===== src/rtl/riscv_pkg.sv =====
// Shared constants for the RV32I subset: opcodes, ALU control codes, fetch FSM states.
package riscv_pkg;

    localparam logic [6:0] OP_IMM    = 7'b0010011;
    localparam logic [6:0] OP_REG    = 7'b0110011;
    localparam logic [6:0] OP_LOAD   = 7'b0000011;
    localparam logic [6:0] OP_BRANCH = 7'b1100011;

    localparam logic [2:0] ALU_ADD = 3'b000;
    localparam logic [2:0] ALU_SUB = 3'b001;
    localparam logic [2:0] ALU_AND = 3'b010;
    localparam logic [2:0] ALU_OR  = 3'b011;

    typedef enum logic [1:0] {
        FETCH = 2'd0,
        WAIT  = 2'd1,
        EXEC  = 2'd2
    } fetch_state_t;

endpackage


===== src/rtl/fetch_decode_ctrl_decoder.sv =====
// Combinational decode of one instruction word into datapath controls.
module fetch_decode_ctrl_decoder
    import riscv_pkg::*;
#(
    parameter int DATA_WIDTH    = 32,
    parameter int ADDRESS_WIDTH = 5
) (
    input  logic [DATA_WIDTH-1:0]    ir_i,
    output logic                     regwrite_o,
    output logic                     alusrc_o,
    output logic [2:0]               aluctrl_o,
    output logic [DATA_WIDTH-1:0]    imm_o,
    output logic                     resultsrc_o,
    output logic                     beq_o,
    output logic                     bne_o,
    output logic                     illegal_o,
    output logic [ADDRESS_WIDTH-1:0] rs1_o,
    output logic [ADDRESS_WIDTH-1:0] rs2_o,
    output logic [ADDRESS_WIDTH-1:0] rd_o
);

    logic [6:0]            opcode;
    logic [2:0]            f3;
    logic [6:0]            f7;
    logic [DATA_WIDTH-1:0] imm_i;
    logic [DATA_WIDTH-1:0] imm_b;

    assign opcode = ir_i[6:0];
    assign f3     = ir_i[14:12];
    assign f7     = ir_i[31:25];
    assign imm_i  = {{(DATA_WIDTH-12){ir_i[31]}}, ir_i[31:20]};
    assign imm_b  = {{(DATA_WIDTH-13){ir_i[31]}}, ir_i[31], ir_i[7], ir_i[30:25], ir_i[11:8], 1'b0};

    // Register fields are passed through for every encoding.
    assign rs1_o = ir_i[15 +: ADDRESS_WIDTH];
    assign rs2_o = ir_i[20 +: ADDRESS_WIDTH];
    assign rd_o  = ir_i[7 +: ADDRESS_WIDTH];

    // Opcode/funct decode; anything not matched is flagged illegal with all controls idle.
    always_comb begin
        regwrite_o  = 1'b0;
        alusrc_o    = 1'b0;
        aluctrl_o   = ALU_ADD;
        imm_o       = '0;
        resultsrc_o = 1'b0;
        beq_o       = 1'b0;
        bne_o       = 1'b0;
        illegal_o   = 1'b0;
        case (opcode)
            OP_IMM: begin
                if (f3 == 3'b000) begin
                    regwrite_o = 1'b1;
                    alusrc_o   = 1'b1;
                    imm_o      = imm_i;
                end else begin
                    illegal_o = 1'b1;
                end
            end
            OP_REG: begin
                if (f3 == 3'b000 && f7 == 7'b0000000) begin
                    regwrite_o = 1'b1;
                end else if (f3 == 3'b000 && f7 == 7'b0100000) begin
                    regwrite_o = 1'b1;
                    aluctrl_o  = ALU_SUB;
                end else if (f3 == 3'b111 && f7 == 7'b0000000) begin
                    regwrite_o = 1'b1;
                    aluctrl_o  = ALU_AND;
                end else if (f3 == 3'b110 && f7 == 7'b0000000) begin
                    regwrite_o = 1'b1;
                    aluctrl_o  = ALU_OR;
                end else begin
                    illegal_o = 1'b1;
                end
            end
            OP_LOAD: begin
                if (f3 == 3'b010) begin
                    regwrite_o  = 1'b1;
                    alusrc_o    = 1'b1;
                    resultsrc_o = 1'b1;
                    imm_o       = imm_i;
                end else begin
                    illegal_o = 1'b1;
                end
            end
            OP_BRANCH: begin
                if (f3 == 3'b000 || f3 == 3'b001) begin
                    aluctrl_o = ALU_SUB;
                    imm_o     = imm_b;
                    beq_o     = (f3 == 3'b000);
                    bne_o     = (f3 == 3'b001);
                end else begin
                    illegal_o = 1'b1;
                end
            end
            default: illegal_o = 1'b1;
        endcase
    end

endmodule


===== src/rtl/fetch_decode_ctrl.sv =====
// Fetch/decode control: PC, instruction register, imem handshake FSM with ack timeout.
module fetch_decode_ctrl
    import riscv_pkg::*;
#(
    parameter int                    DATA_WIDTH    = 32,
    parameter int                    ADDRESS_WIDTH = 5,
    parameter logic [DATA_WIDTH-1:0] RESET_PC      = '0,
    parameter int                    ACK_TIMEOUT   = 16
) (
    input  logic                     clk,
    input  logic                     rst,
    output logic                     imem_req,
    output logic [DATA_WIDTH-1:0]    imem_addr,
    input  logic                     imem_ack,
    input  logic [DATA_WIDTH-1:0]    imem_rdata,
    input  logic                     EQ,
    output logic                     RegWrite,
    output logic                     ALUsrc,
    output logic [2:0]               ALUctrl,
    output logic [DATA_WIDTH-1:0]    immOp,
    output logic                     Resultsrc,
    output logic [ADDRESS_WIDTH-1:0] rs1,
    output logic [ADDRESS_WIDTH-1:0] rs2,
    output logic [ADDRESS_WIDTH-1:0] rd,
    output logic [DATA_WIDTH-1:0]    pc,
    output logic                     illegal,
    output logic                     fetch_err
);

    localparam int              CNT_W    = $clog2(ACK_TIMEOUT + 1);
    localparam logic [CNT_W-1:0] CNT_LAST = CNT_W'(ACK_TIMEOUT - 1);

    fetch_state_t          state_q, state_d;
    logic [DATA_WIDTH-1:0] pc_q, pc_d;
    logic [DATA_WIDTH-1:0] ir_q, ir_d;
    logic [CNT_W-1:0]      cnt_q, cnt_d;
    logic                  illegal_q, illegal_d;
    logic                  fetch_err_q, fetch_err_d;
    logic                  req_c;

    logic dec_rw, dec_beq, dec_bne, dec_illegal, taken;

    fetch_decode_ctrl_decoder #(
        .DATA_WIDTH   (DATA_WIDTH),
        .ADDRESS_WIDTH(ADDRESS_WIDTH)
    ) u_dec (
        .ir_i       (ir_q),
        .regwrite_o (dec_rw),
        .alusrc_o   (ALUsrc),
        .aluctrl_o  (ALUctrl),
        .imm_o      (immOp),
        .resultsrc_o(Resultsrc),
        .beq_o      (dec_beq),
        .bne_o      (dec_bne),
        .illegal_o  (dec_illegal),
        .rs1_o      (rs1),
        .rs2_o      (rs2),
        .rd_o       (rd)
    );

    assign taken = (dec_beq & EQ) | (dec_bne & ~EQ);

    // Next-state logic: FETCH issues, WAIT collects ack or times out, EXEC advances the PC.
    always_comb begin
        state_d     = state_q;
        pc_d        = pc_q;
        ir_d        = ir_q;
        cnt_d       = cnt_q;
        illegal_d   = illegal_q;
        fetch_err_d = 1'b0;
        req_c       = 1'b0;
        case (state_q)
            FETCH: begin
                // A stale ack here is deliberately ignored.
                req_c   = 1'b1;
                cnt_d   = '0;
                state_d = WAIT;
            end
            WAIT: begin
                req_c = 1'b1;
                cnt_d = cnt_q + 1'b1;
                if (imem_ack) begin
                    // Ack takes priority over a timeout in the same cycle.
                    ir_d    = imem_rdata;
                    state_d = EXEC;
                end else if (cnt_q == CNT_LAST) begin
                    fetch_err_d = 1'b1;
                    state_d     = FETCH;
                end
            end
            EXEC: begin
                pc_d    = pc_q + (taken ? immOp : DATA_WIDTH'(4));
                state_d = FETCH;
                if (dec_illegal) illegal_d = 1'b1;
            end
            default: state_d = FETCH;
        endcase
    end

    // State, PC, IR and status registers with synchronous reset.
    always_ff @(posedge clk) begin
        if (rst) begin
            state_q     <= FETCH;
            pc_q        <= RESET_PC;
            ir_q        <= DATA_WIDTH'(32'h0000_0013);
            cnt_q       <= '0;
            illegal_q   <= 1'b0;
            fetch_err_q <= 1'b0;
        end else begin
            state_q     <= state_d;
            pc_q        <= pc_d;
            ir_q        <= ir_d;
            cnt_q       <= cnt_d;
            illegal_q   <= illegal_d;
            fetch_err_q <= fetch_err_d;
        end
    end

    // Request and write enable are forced low while reset is held.
    assign imem_req  = req_c & ~rst;
    assign RegWrite  = dec_rw & (state_q == EXEC) & ~rst;
    assign imem_addr = pc_q;
    assign pc        = pc_q;
    assign illegal   = illegal_q;
    assign fetch_err = fetch_err_q;

endmodule

===== config.mk =====
export PLATFORM = sky130hd
export DESIGN_NAME = fetch_decode_ctrl
export DESIGN_NICKNAME = d
export VERILOG_FILES = /design/src/rtl/riscv_pkg.sv /design/src/rtl/fetch_decode_ctrl_decoder.sv /design/src/rtl/fetch_decode_ctrl.sv
export SDC_FILE = /design/constraint.sdc
export NUM_CORES = 1
export LEC_CHECK = 0
export BUFFER_PORTS_ARGS = -buffer_cell sky130_fd_sc_hd__buf_2
export CAP_MARGIN = 20
export CORE_MARGIN = 5
export CORE_UTILIZATION = 30
export DETAILED_ROUTE_END_ITERATION = 16
export GPL_ROUTABILITY_DRIVEN = 0
export HOLD_SLACK_MARGIN = 0.02
export PLACE_DENSITY = 0.63
export SLEW_MARGIN = 10
export SYNTH_ARGS = -nofsm -noshare
export SYNTH_HDL_FRONTEND = slang
export SYNTH_SLANG_ARGS = --single-unit

===== constraint.sdc =====
create_clock -name clk -period 3.4 [get_ports clk]
set_input_delay 0.17 -clock clk [delete_from_list [all_inputs] [get_ports clk]]
set_output_delay 0.17 -clock clk [all_outputs]
set_load 0.005 [all_outputs]

# Word level (Yosys, flattened, before mapping)
# Index checks and enable logic that the tools add are counted.
dict set report totals {
  input_bits 36
  reg_bits 73
  ramBits 0
  latch_bits 0
  rom_bits 0
  memories 0
}
dict set report op_classes {
  n_mux 38
  reduce_logical 13
  n_mul 0
  add_sub_neg 2
  n_shift 0
  n_bitwise 9
  div_mod_pow 0
  n_eq_ne 13
  order_cmp 0
}
# cell count
set op_table {}
lappend op_table {{2-to-1 mux 32 bit} 4}
lappend op_table {{one-hot mux 32 bit (3 select lines)} 1}
lappend op_table {{adder 32 bit} 1}
lappend op_table {{2-to-1 mux 1 bit} 21}
lappend op_table {{== test 7 x 6 -> 1 bit (second input constant)} 2}
lappend op_table {{one-hot mux 5 bit (2 select lines)} 1}
lappend op_table {{2-to-1 mux 3 bit} 3}
lappend op_table {{== test 7 x 2 -> 1 bit (second input constant)} 1}
lappend op_table {{== test 7 x 5 -> 1 bit (second input constant)} 1}
lappend op_table {{== test 7 bit (second input constant)} 1}
lappend op_table {{logical NOT 7 bit} 1}
lappend op_table {{== test 3 bit (second input constant)} 2}
lappend op_table {{2-to-1 mux 2 bit} 3}
lappend op_table {{one-hot mux 3 bit (2 select lines)} 1}
lappend op_table {{adder 5 x 1 -> 5 bit (second input constant)} 1}
lappend op_table {{bitwise AND 1 bit} 5}
lappend op_table {{== test 5 x 4 -> 1 bit (second input constant)} 1}
lappend op_table {{logical AND 1 bit} 4}
lappend op_table {{one-hot mux 1 bit (4 select lines)} 1}
lappend op_table {{one-hot mux 2 bit (2 select lines)} 1}
lappend op_table {{AND reduction 2 bit} 2}
lappend op_table {{== test 3 x 1 -> 1 bit (second input constant)} 1}
lappend op_table {{== test 3 x 2 -> 1 bit (second input constant)} 1}
lappend op_table {{logical NOT 3 bit} 1}
lappend op_table {{12 further kinds} 14}

# Depth between registers and ports, before layout
# Gate-level depths: netlist of run 1.
dict set report logic_depth {
  ltp_word 9
  ltp_mapped 17
  mapped_depth_nobuf 15
}

# Hierarchy
# From an unflattened synthesis of run 1, not the netlist that was laid out.
dict set report hier_totals {
  cells_unflattened 715
  area_unflattened_um2 5470.2
}
# mod cells_each instances area_per_inst_um2
set by_module_without_submodules {}
lappend by_module_without_submodules {fetch_decode_ctrl 623 1 4807.1}
lappend by_module_without_submodules {fetch_decode_ctrl_decoder 92 1 663.1}

# Worst setup path after synthesis of run 1
# Ideal clock, no wire load.
dict set report synth_path {
  kind {register to register}
  from {reg ir_q[13]}
  to {reg pc_q[31], in the netlist imem_addr[31]}
  t_required_ns 3.277
  t_arrival_ns 3.476
  stages_incl_launch_ff 15
  setup_slack_ns -0.200
  path_buffers 1
  setup_ns 0.123
  period_less_slack_ns 3.600
  path_cell_list {dfxtp_1 nor2_1 nand3_1 nor3_1 and3_1 ha_1 buf_2 a21oi_1 o21ai_0 a41oi_1 o41ai_4 a21oi_1 a221o_1 mux2i_1 mux2_1}
}
dict set report synth_via {
  elab_chain_len 8
  elab_cells_between_ends 17
  classes_between {1 x add/sub; 2 x eq/ne; 9 x mux; 3 x bitwise; 2 x reduce/logical}
}
# element line
set synth_rtl {}
lappend synth_rtl {{start: declaration} fetch_decode_ctrl.sv:35} ;# logic [DATA_WIDTH-1:0] ir_q, ir_d;
lappend synth_rtl {{start signal: assignment} fetch_decode_ctrl.sv:105} ;# ir_q <= DATA_WIDTH'(32'h0000_0013);
lappend synth_rtl {{start signal: assignment} fetch_decode_ctrl.sv:112} ;# ir_q <= ir_d;
lappend synth_rtl {{== test 3 x 1 -> 1 bit / logical NOT 3 bit (equally long branches)} n/a}
lappend synth_rtl {{logical OR 1 bit} fetch_decode_ctrl_decoder.sv:86} ;# if (f3 == 3'b000 || f3 == 3'b001) begin
lappend synth_rtl {{2-to-1 mux 1 bit} fetch_decode_ctrl_decoder.sv:86}
lappend synth_rtl {{2-to-1 mux 1 bit} fetch_decode_ctrl_decoder.sv:49} ;# case (opcode)
lappend synth_rtl {{bitwise AND 1 bit} fetch_decode_ctrl.sv:61} ;# assign taken = (dec_beq & EQ) | (dec_bne & ~EQ);
lappend synth_rtl {{OR 1 bit} fetch_decode_ctrl.sv:61}
lappend synth_rtl {{2-to-1 mux 32 bit *} fetch_decode_ctrl.sv:92} ;# pc_d = pc_q + (taken ? immOp : DATA_WIDTH'(4));
lappend synth_rtl {{adder 32 bit *} fetch_decode_ctrl.sv:92}
lappend synth_rtl {{end signal: assignment} fetch_decode_ctrl.sv:111} ;# pc_q <= pc_d;
lappend synth_rtl {{end: declaration} fetch_decode_ctrl.sv:34} ;# logic [DATA_WIDTH-1:0] pc_q, pc_d;
# Every way passes the cells marked *; elsewhere a longest branch is shown, timed or not.
# A chain may end at the register's enable or synchronous reset.

# Final worst setup path of run 1
dict set report layout_path {
  from {reg ir_q[2]}
  to {reg pc_q[31], in the netlist imem_addr[31]}
}
dict set report layout_via {
  elab_chain_len 6
  elab_cells_between_ends 11
  classes_between {1 x add/sub; 3 x eq/ne; 4 x mux; 3 x bitwise}
}
# element line
set layout_rtl {}
lappend layout_rtl {{== test 7 bit} fetch_decode_ctrl_decoder.sv:49}
lappend layout_rtl {{2-to-1 mux 1 bit} fetch_decode_ctrl_decoder.sv:49}
lappend layout_rtl {{bitwise AND 1 bit} fetch_decode_ctrl.sv:61}
lappend layout_rtl {{OR 1 bit} fetch_decode_ctrl.sv:61}
lappend layout_rtl {{2-to-1 mux 32 bit *} fetch_decode_ctrl.sv:92}
lappend layout_rtl {{adder 32 bit *} fetch_decode_ctrl.sv:92}
# Marks and branches as above.

==> results of run 1 <==
==> worst max-delay path, cell delays in order (launching register included) <==
cell and delay, ns:
dfxtp_2 0.32, nor2_2 0.11, nand3_2 0.12, buf_6 0.15, nor3_4 0.18, buf_6 0.14, clkbuf_16 0.12, a22o_1 0.15
and2_4 0.15, ha_4 0.14, a21oi_4 0.07, o21ai_2 0.12, a21oi_2 0.07, buf_4 0.15, o41ai_4 0.34, a21oi_2 0.10
a221o_1 0.36, mux2i_1 0.17, mux2_1 0.33
==> synth_stat cells, types with 3 or more instances <==
| cell | n |
|---|---|
| a211oi_1 | 4 |
| a21o_1 | 20 |
| a21oi_1 | 86 |
| a221o_1 | 3 |
| a22o_1 | 5 |
| a22oi_1 | 3 |
| a31oi_1 | 6 |
| and2_1 | 16 |
| and3_1 | 14 |
| buf_2 | 6 |
| buf_4 | 67 |
| clkbuf_1 | 33 |
| dfxtp_1 | 73 |
| ha_1 | 33 |
| inv_1 | 7 |
| nand2_1 | 129 |
| nand2b_1 | 6 |
| nand3_1 | 13 |
| nand3b_1 | 7 |
| nand4_1 | 10 |
| nor2_1 | 32 |
| nor2b_1 | 7 |
| nor3_1 | 9 |
| nor3b_1 | 4 |
| nor4_1 | 3 |
| nor4b_1 | 3 |
| o21a_1 | 5 |
| o21ai_0 | 16 |
| o21ai_1 | 4 |
| o21bai_1 | 5 |
| o31ai_1 | 3 |
| or3_1 | 3 |
| xnor2_1 | 15 |
| xor2_1 | 10 |
==> worst min-delay path by stage <==
stage,to,slack (ns),cells after the start
final,ir_q[4],0.05,3
after global routing,ir_q[4],0.05,3
after CTS,ir_q[4],0.03,3
after detailed placement,ir_q[4],0.40,3
after global placement,ir_q[4],0.38,3
after floorplan,ir_q[0],0.29,2
==> layer usage <==
metal  global-route usage (%)  vias to the layer above  part of all wire [%]
met1                     18.6                     2426                    43
met3                     4.94                       15                   7.7
li1                         -                     2649                     -
met5                        0                        -                     0
met4                     3.33                        0                  0.88
met2                     25.2                      138                    48
==> layout make-up <==
type	count	area (um2)	area share, %
clock buffers	9	225	3.22
repair buffers	242	1490	21.3
flip-flops and latches	73	1470	21.0
inverters	7	26.3	0.375
well taps	225	282	4.02
clock inverters	7	76.3	1.09
multi-input cells	508	3430	49.0
==> cells by family after synthesis <==
family / Yosys count / share of synthesized area, %
flip-flops: 73 / 27.9
multiplexers: 3 / 0.621
AO/OA/AOI/OAI: 180 / 21.9
adder cells (fa/ha/maj): 34 / 8.27
other: 1 / 0.0716
buffers and inverters: 114 / 13.1
XOR/XNOR: 25 / 4.18
AND/OR/NAND/NOR: 264 / 24.0
==> power breakdown <==
part / switching (uW) / internal, uW
Sequential: 25.1 / 878
Combinational: 124 / 107
Clock: 402 / 574
Total: 551 / 1560
==> per-stage QoR <==
stage	utilization, %	setup TNS, ns
3_5_place_dp	36.4	-1.13
6_report	40.6	-0.00815
3_3_place_gp	36.4	-0.237
2_1_floorplan	-	0
4_1_cts	38.4	0
5_1_grt	40.6	-0.460
==> flip-flops by register name (all words and copies together) (netlist names) <==
register   count
imem_addr     32
state_q        2
fetch_err      1
illegal        1
cnt_q          5
ir_q          32
==> timing repair <==
item                                    CTS  global route
pin swaps                                 1            24
gates resized for setup                   9            56
endpoints found under the setup margin   13            16
cloned                                    0             1
setup buffers                             0             6
hold buffers                              0             0
==> summary.txt, run 1 <==
Outcome
  • Status: finished, violations left
  • Failing checks: negative setup slack

Detailed routing
  • DR vias: about 5200
  • DRC errors left: 0
  • Pre-antenna DRT Iters: 5
  • Routed Antenna Nets: 0
  • Wire per inst: 15.0 um
  • DRT Wirelength: around 16000 um
  • Vias per Instance: 4.88
  • Initial DRC count: 324

Timing
  • Min Tclk post-route: approximately 3.4 ns
  • Final worst slack: -0.00815 ns
  • Final Cycle Share: 100%
  • Final setup vio count: 1
  • Skew final: 0.00586 ns
  • Final hold vios: 0
  • RSZ-0062 raised after global routing: true
  • Fmax: 0.293 GHz
  • Hold_ws: around 0.051 ns
  • Max-slew violation count: 0
  • Worst-margin pin slew: 1.07 ns
  • Rel. slew slack: 28.8%

Placement
  • Dpl cell area: between 6000 and 7000 um2
  • Pre-CTS setup slack: -0.215 ns
  • Inst Count DP: about 1000
  • Detailed placement HPWL: ~12000 um
  • Port Buffers: 154

Die
  • IO Pins: 156
  • Die W: between 100 and 150 um
  • Initial Util: 30.4%
  • Cell Rows: 48
  • Die area: 20200 um2
  • Die H: between 100 and 150 um
  • Core area: 17200 um2

Worst setup path
  • CP Launch Point: ir_q[2]
  • R2R cell count: 18
  • FF-to-FF End: imem_addr[31]
  • RR Startpoint: ir_q[2]
  • Critical Path RT: about 3.6 ns
  • Largest fanout on the critical path: 6
  • Crit path DAT: 3.64 ns
  • CP endpoint: imem_addr[31]
  • Critical Path Start Type: flip-flop
  • Crit path capture type: flip-flop
  • Reg2Reg Setup Slack: -0.008 ns
  • Crit Path Class: reg2reg

Hold path
  • Hold Startpoint: imem_rdata[4]
  • Tightest Hold Check Type: in2reg

Synth
  • Mapped Cells: 694
  • Top cell type's share of synthesized area: 27.9%
  • Cell variety after synth: 61
  • Biggest area consumer among synthesized cells: dfxtp_1
  • Synth Cell Area: roughly 5200 um2
  • Number of synthesized register bits: 73
  • Yosys warns: 0
  • Post-synth EDFFs: 0
  • Top cells by area, synth: dfxtp_1 28%, buf_4 9.6%, nand2_1 9.2%, a21oi_1 8.2%, ha_1 7.9%
  • Ys async rst share: 0%
  • Synth Flop Type: dfxtp_1
  • Syn avg cell area: roughly 7.5 um2
  • Seq/Total Area, Yosys: between 20% and 30%

CTS
  • Clock Path Buffers: 2
  • Clock tree sinks: 73
  • Htree depth: 3
  • Worst-path clk slew: 0.06 ns
  • Root buf cell: clkbuf_16
  • CTS tree: built
  • Clk Latency, worst-skew pair: 0.34 ns
  • Inserted Clock Buffers: 9

Power and ir drop
  • Worst VDD drop: 0.298 mV
  • PwrDens: about 300 nW/um2
  • Total power: 2110 uW
  • Leak Pwr: 0.00354 uW

GRT
  • Grt total ovfl: 0
  • First-pass GRT wire length: 24600 um
  • Largest net degree at the start of global routing: 58
  • Vias in the first global route: 4813
  • Initial antenna violation count: 0
  • GRT Util Overall: ~15%

Run
  • MaxCap Viol Count: 0

Finish
  • Most frequent cells in the layout: 154 x buf_2, 128 x nand2_1, 82 x buf_4
  • Antenna diode count: 0
  • Layout area overhead: 33.6%
  • Final nets: 911
  • Layout cells sized above 1: 37.8%
  • Non-Filler Instances: approximately 1100
  • Non-Filler Cell Area, Final: 7000 um2
  • Most common cell after layout, fill and taps aside: buf_2
  • Fillers: 1788
Note: power is estimated with default switching activity, not from simulation.
==> run 2: changes to the inputs <==
--- a/config.mk
+++ b/config.mk
@@ -12,8 +12,10 @@
 export DETAILED_ROUTE_END_ITERATION = 16
 export GPL_ROUTABILITY_DRIVEN = 0
 export HOLD_SLACK_MARGIN = 0.02
+export MAX_ROUTING_LAYER = met4
 export PLACE_DENSITY = 0.63
 export SLEW_MARGIN = 10
 export SYNTH_ARGS = -nofsm -noshare
 export SYNTH_HDL_FRONTEND = slang
 export SYNTH_SLANG_ARGS = --single-unit
+export TNS_END_PERCENT = 100
==> run 2 against run 1 <==
Compared with the run above: the flow still finishes with violations (negative setup slack); worst setup slack about the same; register-to-register slack about the same; critical path depth unchanged; critical endpoint unchanged; largest cell class unchanged; highest routed layer unchanged.
==> summary.txt, run 2 (synthesis results as in run 1) <==
Outcome
  • Status: finished, violations left
  • Failing checks: negative setup slack

Finish
  • Final nets: 911
  • Most common cell after layout, fill and taps aside: buf_2
  • Antenna diode count: 0
  • Non-Filler Instances: 1071
  • Layout area overhead: 33.6%
  • Layout cells sized above 1: 37.8%
  • Most frequent cells in the layout: 154 x buf_2, 128 x nand2_1, 82 x buf_4

Worst setup path
  • Crit Path Class: reg2reg
  • Largest fanout on the critical path: 6
  • Crit path DAT: 3.64 ns
  • Critical Path Start Type: flip-flop
  • Crit path capture type: flip-flop
  • Critical Path RT: 3.63 ns

Die
  • Initial Util: 30.4%
  • Core area: 17200 um2
  • IO Pins: 156
  • Die area: between 20000 and 25000 um2
  • Die W: 142 um
  • Die H: ~140 um
  • Cell Rows: between 40 and 50

Timing
  • Final setup vio count: 1
  • Hold_ws: 0.0449 ns
  • RSZ-0062 raised after global routing: true
  • Final Cycle Share: 100%
  • Max-slew violation count: 0
  • Min Tclk post-route: roughly 3.4 ns
  • Skew final: between 0.006 and 0.007 ns
  • Final hold vios: 0
  • Fmax: 0.293 GHz
  • Final worst slack: -0.00830 ns
  • Rel. slew slack: ~27%
  • Worst-margin pin slew: 1.09 ns
  • Setup TNS: -0.00830 ns

CTS
  • Clock Path Buffers: 2
  • Root buf cell: clkbuf_16
  • Inserted Clock Buffers: 9
  • Clock tree sinks: 73
  • Htree depth: 3
  • CTS tree: built
  • Worst-path clk slew: 0.06 ns
  • Clk Latency, worst-skew pair: around 0.35 ns

GRT
  • First-pass GRT wire length: 24600 um
  • Vias in the first global route: approximately 4800
  • Grt total ovfl: 0
  • Initial antenna violation count: 0
  • GRT Util Overall: 15.4%
  • Largest net degree at the start of global routing: 58

Power and ir drop
  • Worst VDD drop: 0.298 mV
  • PwrDens: 302 nW/um2
  • Leak Pwr: approximately 0.0035 uW

Detailed routing
  • Initial DRC count: 322
  • Wire per inst: 15.1 um
  • Vias per Instance: around 4.9
  • Pre-antenna DRT Iters: 4
  • DRC errors left: 0
  • DR vias: 5232
  • Routed Antenna Nets: 0
  • DRT Wirelength: 16200 um

Placement
  • Inst Count DP: 1047
  • Detailed placement HPWL: 12200 um
  • Port Buffers: 154
  • Pre-CTS setup slack: -0.215 ns

Run
  • MaxCap Viol Count: 0

Hold path
  • Tightest Hold Check Type: in2reg
-- run 2: cell counts in the layout (fill, tap and decap cells not counted) --
No cell type changed its count.
-- run 2: final cells by class --
cell class	count	area, um2
clock buffer	9	225
sequential	73	1470
inverter	7	26.3
multi-input combinational	508	3430
tap	225	282
clock inverter	7	76.3
fill	1788	10200
timing repair buffer	242	1490
-- run 2: path summary, 6_finish.rpt --
kind	from	end	slack [ns]	cells after the start
hold / removal	imem_rdata[4]	ir_q[4]	0.04	3
setup reg to reg	ir_q[2]	imem_addr[31]	-0.008	18
hold reg to reg	ir_q[17]	ir_q[17]	0.45	2
setup / recovery	ir_q[2]	imem_addr[31]	-0.008	18
-- run 2: timing repair --
| action | 4_1_cts | 5_1_grt |
|---|---|---|
| resized for setup | 9 | 56 |
| hold buffers | 0 | 0 |
| buffers inserted | 0 | 6 |
| gates cloned | 0 | 1 |
| pin swaps | 1 | 24 |
| endpoints found under the setup margin | 13 | 16 |
-- run 2: power by group --
part           internal (uW)  leakage (uW)  switching [uW]
Combinational            107       0.00280             124
Clock                    574      0.000143             404
Sequential               878      0.000594            25.3
Total                   1560       0.00354             554
-- run 2: critical path, cell delays in order, from the launching register on --
cell and delay, ns:
dfxtp_2 0.32, nor2_2 0.11, nand3_2 0.12, buf_6 0.15
nor3_4 0.18, buf_6 0.14, clkbuf_16 0.12, a22o_1 0.15
and2_4 0.15, ha_4 0.14, a21oi_4 0.07, o21ai_2 0.12
a21oi_2 0.07, buf_4 0.15, o41ai_4 0.34, a21oi_2 0.10
a221o_1 0.36, mux2i_1 0.18, mux2_1 0.34
-- run 2: through the flow --
stage	utilization [%]	power (uW)	instance area (um2)
after floorplan	-	1050	5250
after detailed placement	36.4	1130	6270
after CTS	38.4	2120	6620
after global placement	36.4	1130	6270
after global routing	40.6	2200	7000
final	40.6	2110	7000
-- run 2: metal layers --
layer	part of all wire [%]	up-vias	global-route usage (%)
li1	-	2654	-
met1	44	2427	19.1
met2	48	137	25.2
met3	6.7	14	4.13
met4	0.91	0	3.33
met5	0	-	-
